[src/rtl/display_list_sequencer.sv]
// rtl/display_list_sequencer.sv - per-scanline display list replay engine with CPU register port arbitration
// Fetches (address, data) entries during hblank and replays them into the video register write port.
module display_list_sequencer #(
    parameter int MAX_WRITES = 8
) (
    input  logic        raw_clk,
    input  logic        reset,
    input  logic        list_enable,
    input  logic [15:0] list_base,
    input  logic        in_hblank,
    input  logic        in_vblank,
    input  logic        cpu_write_enable,
    input  logic [5:0]  cpu_address,
    input  logic [7:0]  cpu_data,
    output logic        cpu_busy,
    output logic [15:0] mem_address,
    output logic        mem_read,
    input  logic [7:0]  mem_data,
    input  logic        mem_ready,
    output logic        periph_write_enable,
    output logic [5:0]  periph_address,
    output logic [7:0]  periph_data,
    output logic        overrun
);

    localparam int WD_W = $clog2(MAX_WRITES + 1);

    typedef enum logic [1:0] {
        IDLE,
        FETCH_CMD,
        FETCH_DATA,
        WRITE
    } state_t;

    state_t state, next_state;

    logic [15:0]     ptr;
    logic            hblank_d, vblank_d;
    logic            cmd_last, cmd_nop;
    logic [5:0]      cmd_addr;
    logic [7:0]      cmd_data;
    logic [WD_W-1:0] writes_done;
    logic            drain;
    logic            overrun_q;

    logic            hold_valid;
    logic [5:0]      hold_addr;
    logic [7:0]      hold_data;
    logic [5:0]      last_addr;
    logic [7:0]      last_data;

    logic hblank_rise, hblank_fall, vblank_rise;
    logic eng_write, write_blocked, cpu_issue;

    always_comb begin
        hblank_rise   = in_hblank & ~hblank_d;
        hblank_fall   = ~in_hblank & hblank_d;
        vblank_rise   = in_vblank & ~vblank_d;
        eng_write     = (state == WRITE) && !cmd_nop && !drain
                        && (writes_done < WD_W'(MAX_WRITES));
        write_blocked = (state == WRITE) && !cmd_nop && !eng_write;
        // The engine owns the port for the whole WRITE cycle, even for a suppressed entry.
        cpu_issue     = hold_valid && (state != WRITE);
    end

    always_ff @(posedge raw_clk) begin
        if (reset) begin
            state <= IDLE;
        end else begin
            state <= next_state;
        end
    end

    always_comb begin
        next_state  = state;
        mem_read    = 1'b0;
        mem_address = 16'h0000;
        case (state)
            IDLE: begin
                if (hblank_rise) begin
                    next_state = FETCH_CMD;
                end
            end
            FETCH_CMD: begin
                mem_read    = 1'b1;
                mem_address = ptr;
                if (mem_ready) begin
                    next_state = FETCH_DATA;
                end
            end
            FETCH_DATA: begin
                mem_read    = 1'b1;
                mem_address = ptr + 16'd1;
                if (mem_ready) begin
                    next_state = WRITE;
                end
            end
            WRITE: begin
                next_state = cmd_last ? IDLE : FETCH_CMD;
            end
            default: next_state = IDLE;
        endcase
        if (vblank_rise && state != IDLE) begin
            next_state = IDLE;
        end
        if (!list_enable) begin
            next_state = IDLE;
        end
    end

    always_ff @(posedge raw_clk) begin
        if (reset) begin
            ptr         <= 16'h0000;
            hblank_d    <= 1'b0;
            vblank_d    <= 1'b0;
            cmd_last    <= 1'b0;
            cmd_nop     <= 1'b0;
            cmd_addr    <= 6'h00;
            cmd_data    <= 8'h00;
            writes_done <= '0;
            drain       <= 1'b0;
            overrun_q   <= 1'b0;
        end else begin
            hblank_d <= in_hblank;
            vblank_d <= in_vblank;
            if (state == IDLE && hblank_rise) begin
                writes_done <= '0;
                drain       <= 1'b0;
            end
            if (state == FETCH_CMD && mem_ready) begin
                cmd_last <= mem_data[7];
                cmd_nop  <= mem_data[6];
                cmd_addr <= mem_data[5:0];
            end
            if (state == FETCH_DATA && mem_ready) begin
                cmd_data <= mem_data;
            end
            // Reload wins over the advance so a new frame always starts at list_base.
            if (vblank_rise) begin
                ptr <= list_base;
            end else if (state == FETCH_DATA && mem_ready && list_enable) begin
                ptr <= ptr + 16'd2;
            end
            if (eng_write) begin
                writes_done <= writes_done + 1'b1;
            end
            if (hblank_fall && state != IDLE) begin
                drain <= 1'b1;
            end
            if (vblank_rise) begin
                overrun_q <= 1'b0;
            end else if ((hblank_fall && state != IDLE) || write_blocked) begin
                overrun_q <= 1'b1;
            end
        end
    end

    always_ff @(posedge raw_clk) begin
        if (reset) begin
            hold_valid <= 1'b0;
            hold_addr  <= 6'h00;
            hold_data  <= 8'h00;
        end else if (cpu_issue) begin
            hold_valid <= 1'b0;
        end else if (cpu_write_enable && !hold_valid) begin
            hold_valid <= 1'b1;
            hold_addr  <= cpu_address;
            hold_data  <= cpu_data;
        end
    end

    always_comb begin
        periph_write_enable = eng_write | cpu_issue;
        periph_address      = last_addr;
        periph_data         = last_data;
        if (eng_write) begin
            periph_address = cmd_addr;
            periph_data    = cmd_data;
        end else if (cpu_issue) begin
            periph_address = hold_addr;
            periph_data    = hold_data;
        end
    end

    always_ff @(posedge raw_clk) begin
        if (reset) begin
            last_addr <= 6'h00;
            last_data <= 8'h00;
        end else if (periph_write_enable) begin
            last_addr <= periph_address;
            last_data <= periph_data;
        end
    end

    assign cpu_busy = hold_valid;
    assign overrun  = overrun_q;

endmodule

[config.mk]
export PLATFORM = sky130hd
export DESIGN_NAME = display_list_sequencer
export DESIGN_NICKNAME = d
export VERILOG_FILES = /design/src/rtl/display_list_sequencer.sv
export SDC_FILE = /design/constraint.sdc
export NUM_CORES = 1
export LEC_CHECK = 0
export BUFFER_PORTS_ARGS = -buffer_cell sky130_fd_sc_hd__clkbuf_2
export CAP_MARGIN = 10
export CELL_PAD_IN_SITES_DETAIL_PLACEMENT = 1
export CELL_PAD_IN_SITES_GLOBAL_PLACEMENT = 2
export CORE_ASPECT_RATIO = 1.75
export CORE_MARGIN = 1.5
export CORE_UTILIZATION = 30
export DETAILED_ROUTE_END_ITERATION = 10
export GPL_TIMING_DRIVEN = 0
export PLACE_DENSITY_LB_ADDON = 0.1
export RECOVER_POWER = 50
export SLEW_MARGIN = 20
export SYNTH_ARGS = -nofsm -noshare
export SYNTH_HDL_FRONTEND = slang
export SYNTH_SLANG_ARGS = --single-unit
[constraint.sdc]
create_clock -name raw_clk -period 3.9 [get_ports raw_clk]
set_clock_uncertainty 0.15 [all_clocks]
set_input_delay 0.585 -clock raw_clk [delete_from_list [all_inputs] [get_ports raw_clk]]
set_output_delay 0.585 -clock raw_clk [all_outputs]
set_load 0.05 [all_outputs]
==> metrics <==
placed cell area=4270 µm²; Sum Neg Setup Slack=0 ns; DIE WIDTH=86.7 µm; reg2reg setup slack=approximately 1.6 ns; hold-fix buffers at CTS=0; Setup Crit Path Kind=flip-flop to output pin; Worst Path Required=3.16 ns; standard-cell rows=53; delay-heaviest family, CP=buffers and inverters; DP HPWL=between 10 and 15 mm; Mapped Nets=512; sequential share of the synthesized area=0.386; FFs w/ async S/R, synth=0; synth unique cells=47; CP max FO=10; Power Density=between 300 and 400 nW/µm²; pin count of the biggest net entering global routing=12; Pwr Total=around 0.0017 W; # diodes=0; Synthesis Warnings=0; H-tree depth=3; final hold violations=0; Synth Area per Inst=~8.0 µm²; Peak supply drop=0.235 mV; Clock Latency Late Sink=between 0.3 and 0.4 ns; hold_sp=hold_data[1]; Top Ports=79; clk slew on worst S/H paths=approximately 0.06 ns; Finish-stage setup viols=0; CP Capture Type=output pin; WP buf/inv=2; max-slew violation count=0; CTS max path bufs=2; final instance area=4490 µm²; DRC=0; RR Endpoint=last_data[0]; Worst R2R Path Depth=6; drt first pass iters=4; Worst Hold Path EP=hold_data[1]; hold_ws=0.305 ns; Cell Area, Synth=around 3700 µm²; GR Util All Layers=0.205; vias in the first global route=between 3000 and 4000; Congestion Overflow GR=0; WL/cell=17.7 µm; clock root cell=clkbuf_16; initial core utilization=0.307; Buffers on Ports=between 70 and 80; Critical Path Slowest Stage Cell=nor4b_1; Detailed Route WL=between 10 and 15 mm; die area=approximately 13000 µm²; Final Util=0.374; RSZ-0062 raised after global routing=no; Area growth syn-to-layout=21.9%; area leader, netlist=dfxtp_1; Setup crit start kind=flip-flop; Sink Count=a little over 70; most common flop cell mapped by yosys=dfxtp_1; nets@finish=600; Gate Count Post-Synth=~460; via count=~3600; core area=approximately 12000 µm²; reg2reg start=state[1]; crit-path max cell delay=a little under 0.5 ns; top cells by area, synth=dfxtp_1, nand2_1, a21oi_1, o211a_1, o21ai_0; Yosys reg bits=71; CP arrival=2.57 ns; initial DRC count=about 70; layout cells sized above 1=0.198; gpl congestion=between 0.8 and 0.9; initial antenna violation count=0; Fmax achieved=302 MHz; CTS resizes=0; Synth top area share=0.386; outcome=finished, final reports clean; first-pass GRT wire length=slightly below 20 mm; Post-DRT Antenna Nets=0; number of synthesized flops with an enable pin=0; cts bufs inserted=9; worst rel slew slack=0.590; Worst Hold Depth=2; CTS tree=done; Final Critical Period=~3.3 ns; post-CTS setup buffer count=0; Lkg Pwr=around 1.8 nW; vias per inst=5.06; Final period util=0.848; Max Cap Viol=0; worst path cell trace=ha_1 > nor4b_1 > clkbuf_1 > a22oi_1 > o21ai_0 > clkbuf_2; Min-Delay Path Class=flip-flop to flip-flop; die height=150 µm; worst slew pin tran=between 0.6 and 0.7 ns
-- sequential cells by signal, indices dropped and copies added (netlist names) --
signal and count:
cmd_addr 6, cmd_data 8, cmd_last 1, cmd_nop 1, cpu_busy 1, drain 1
hblank_d 1, hold_addr 6, hold_data 8, last_addr 6, last_data 8, overrun 1
ptr 16, state 2, vblank_d 1, writes_done 4
-- Yosys cell counts (8+ instances only) --
library cell	number
nand2_1	72
dfxtp_1	71
a21oi_1	42
nor2_1	29
o21ai_0	28
clkbuf_1	24
inv_1	20
a22oi_1	16
nand3_1	16
o211a_1	14
nor2b_1	10
a211oi_1	9
buf_2	9
ha_1	8
xnor2_1	8
-- cell type report --
type | instances | area (µm²)
multi-input cells | 332 | 1990
inverters | 20 | 75.1
flip-flops and latches | 71 | 1420
fillers | 1513 | 7520
well taps | 165 | 206
clock inverters | 5 | 27.5
clock buffers | 9 | 225
plain buffers | 36 | 156
repair buffers | 77 | 383
-- power breakdown --
| group | total [W] | internal (W) | switching, W |
|---|---|---|---|
| clock | 0.000726 | 0.000418 | 0.000308 |
| combinational | 0.000217 | 0.0000693 | 0.000148 |
| sequential | 0.000779 | 0.000753 | 0.0000261 |
| total | 0.00172 | 0.00124 | 0.000481 |
-- layout by cell type, fill, tap and decap left out, types with 14 or more instances in the layout --
cell / instances
dfxtp_1: 71
clkbuf_2: 75
inv_1: 20
a22oi_1: 16
a21oi_1: 42
o21ai_0: 28
o211a_1: 14
nand2_1: 72
nand3_1: 16
clkbuf_1: 28
nor2_1: 29
-- how the worst max path moves through the flow --
| stage | startpoint | endpoint | slack (ns) | cells past startpoint |
|---|---|---|---|---|
| detailed placement | ptr[0] | mem_address[10] | 0.95 | 6 |
| finish | state[1] | periph_data[0] | 0.59 | 6 |
| global placement | state[0] | mem_address[11] | 0.98 | 7 |
| CTS | ptr[0] | mem_address[10] | 0.58 | 6 |
| global route | state[0] | periph_data[0] | 0.25 | 6 |
| floorplan | state[0] | mem_address[5] | 0.57 | 5 |
-- per-stage QoR --
stage | worst slack, ns | instances
5_1_grt | 0.254 | 715
3_3_place_gp | 0.976 | 701
6_report | 0.594 | 715
2_1_floorplan | 0.569 | 459
4_1_cts | 0.583 | 715
3_5_place_dp | 0.952 | 701
-- worst reg2reg max path, delay by kind of cell, from the launching register on --
kind,cells,cell delay [ns]
buffers and inverters,1,0.38
AO/OA/AOI/OAI,3,0.50
AND/OR/NAND/NOR,1,0.49
flip-flops,1,0.43
adder cells (fa/ha/maj),1,0.30
-- kinds of logic (layout without fill, tap and decap cells) --
logic type | count (synthesis) | count (layout) | share of synthesized area
muxes | 7 | 7 | 0.0194
adders and majority gates | 8 | 8 | 0.0272
DFF | 71 | 71 | 0.386
AOI/OAI and AO/OA | 135 | 135 | 0.240
buffers and inverters | 56 | 147 | 0.0632
xor gates and xnor gates | 10 | 10 | 0.0238
and+or+nand+nor | 172 | 172 | 0.241
-- metal layers --
| layer | routed length [µm] | track usage |
|---|---|---|
| met1 | 4410 | 0.190 |
| met2 | 7220 | 0.401 |
| met3 | 442 | 0.0425 |
| met4 | 575 | 0.117 |
| met5 | 0 | 0 |
No activity file was read; power rests on OpenSTA's default activity.
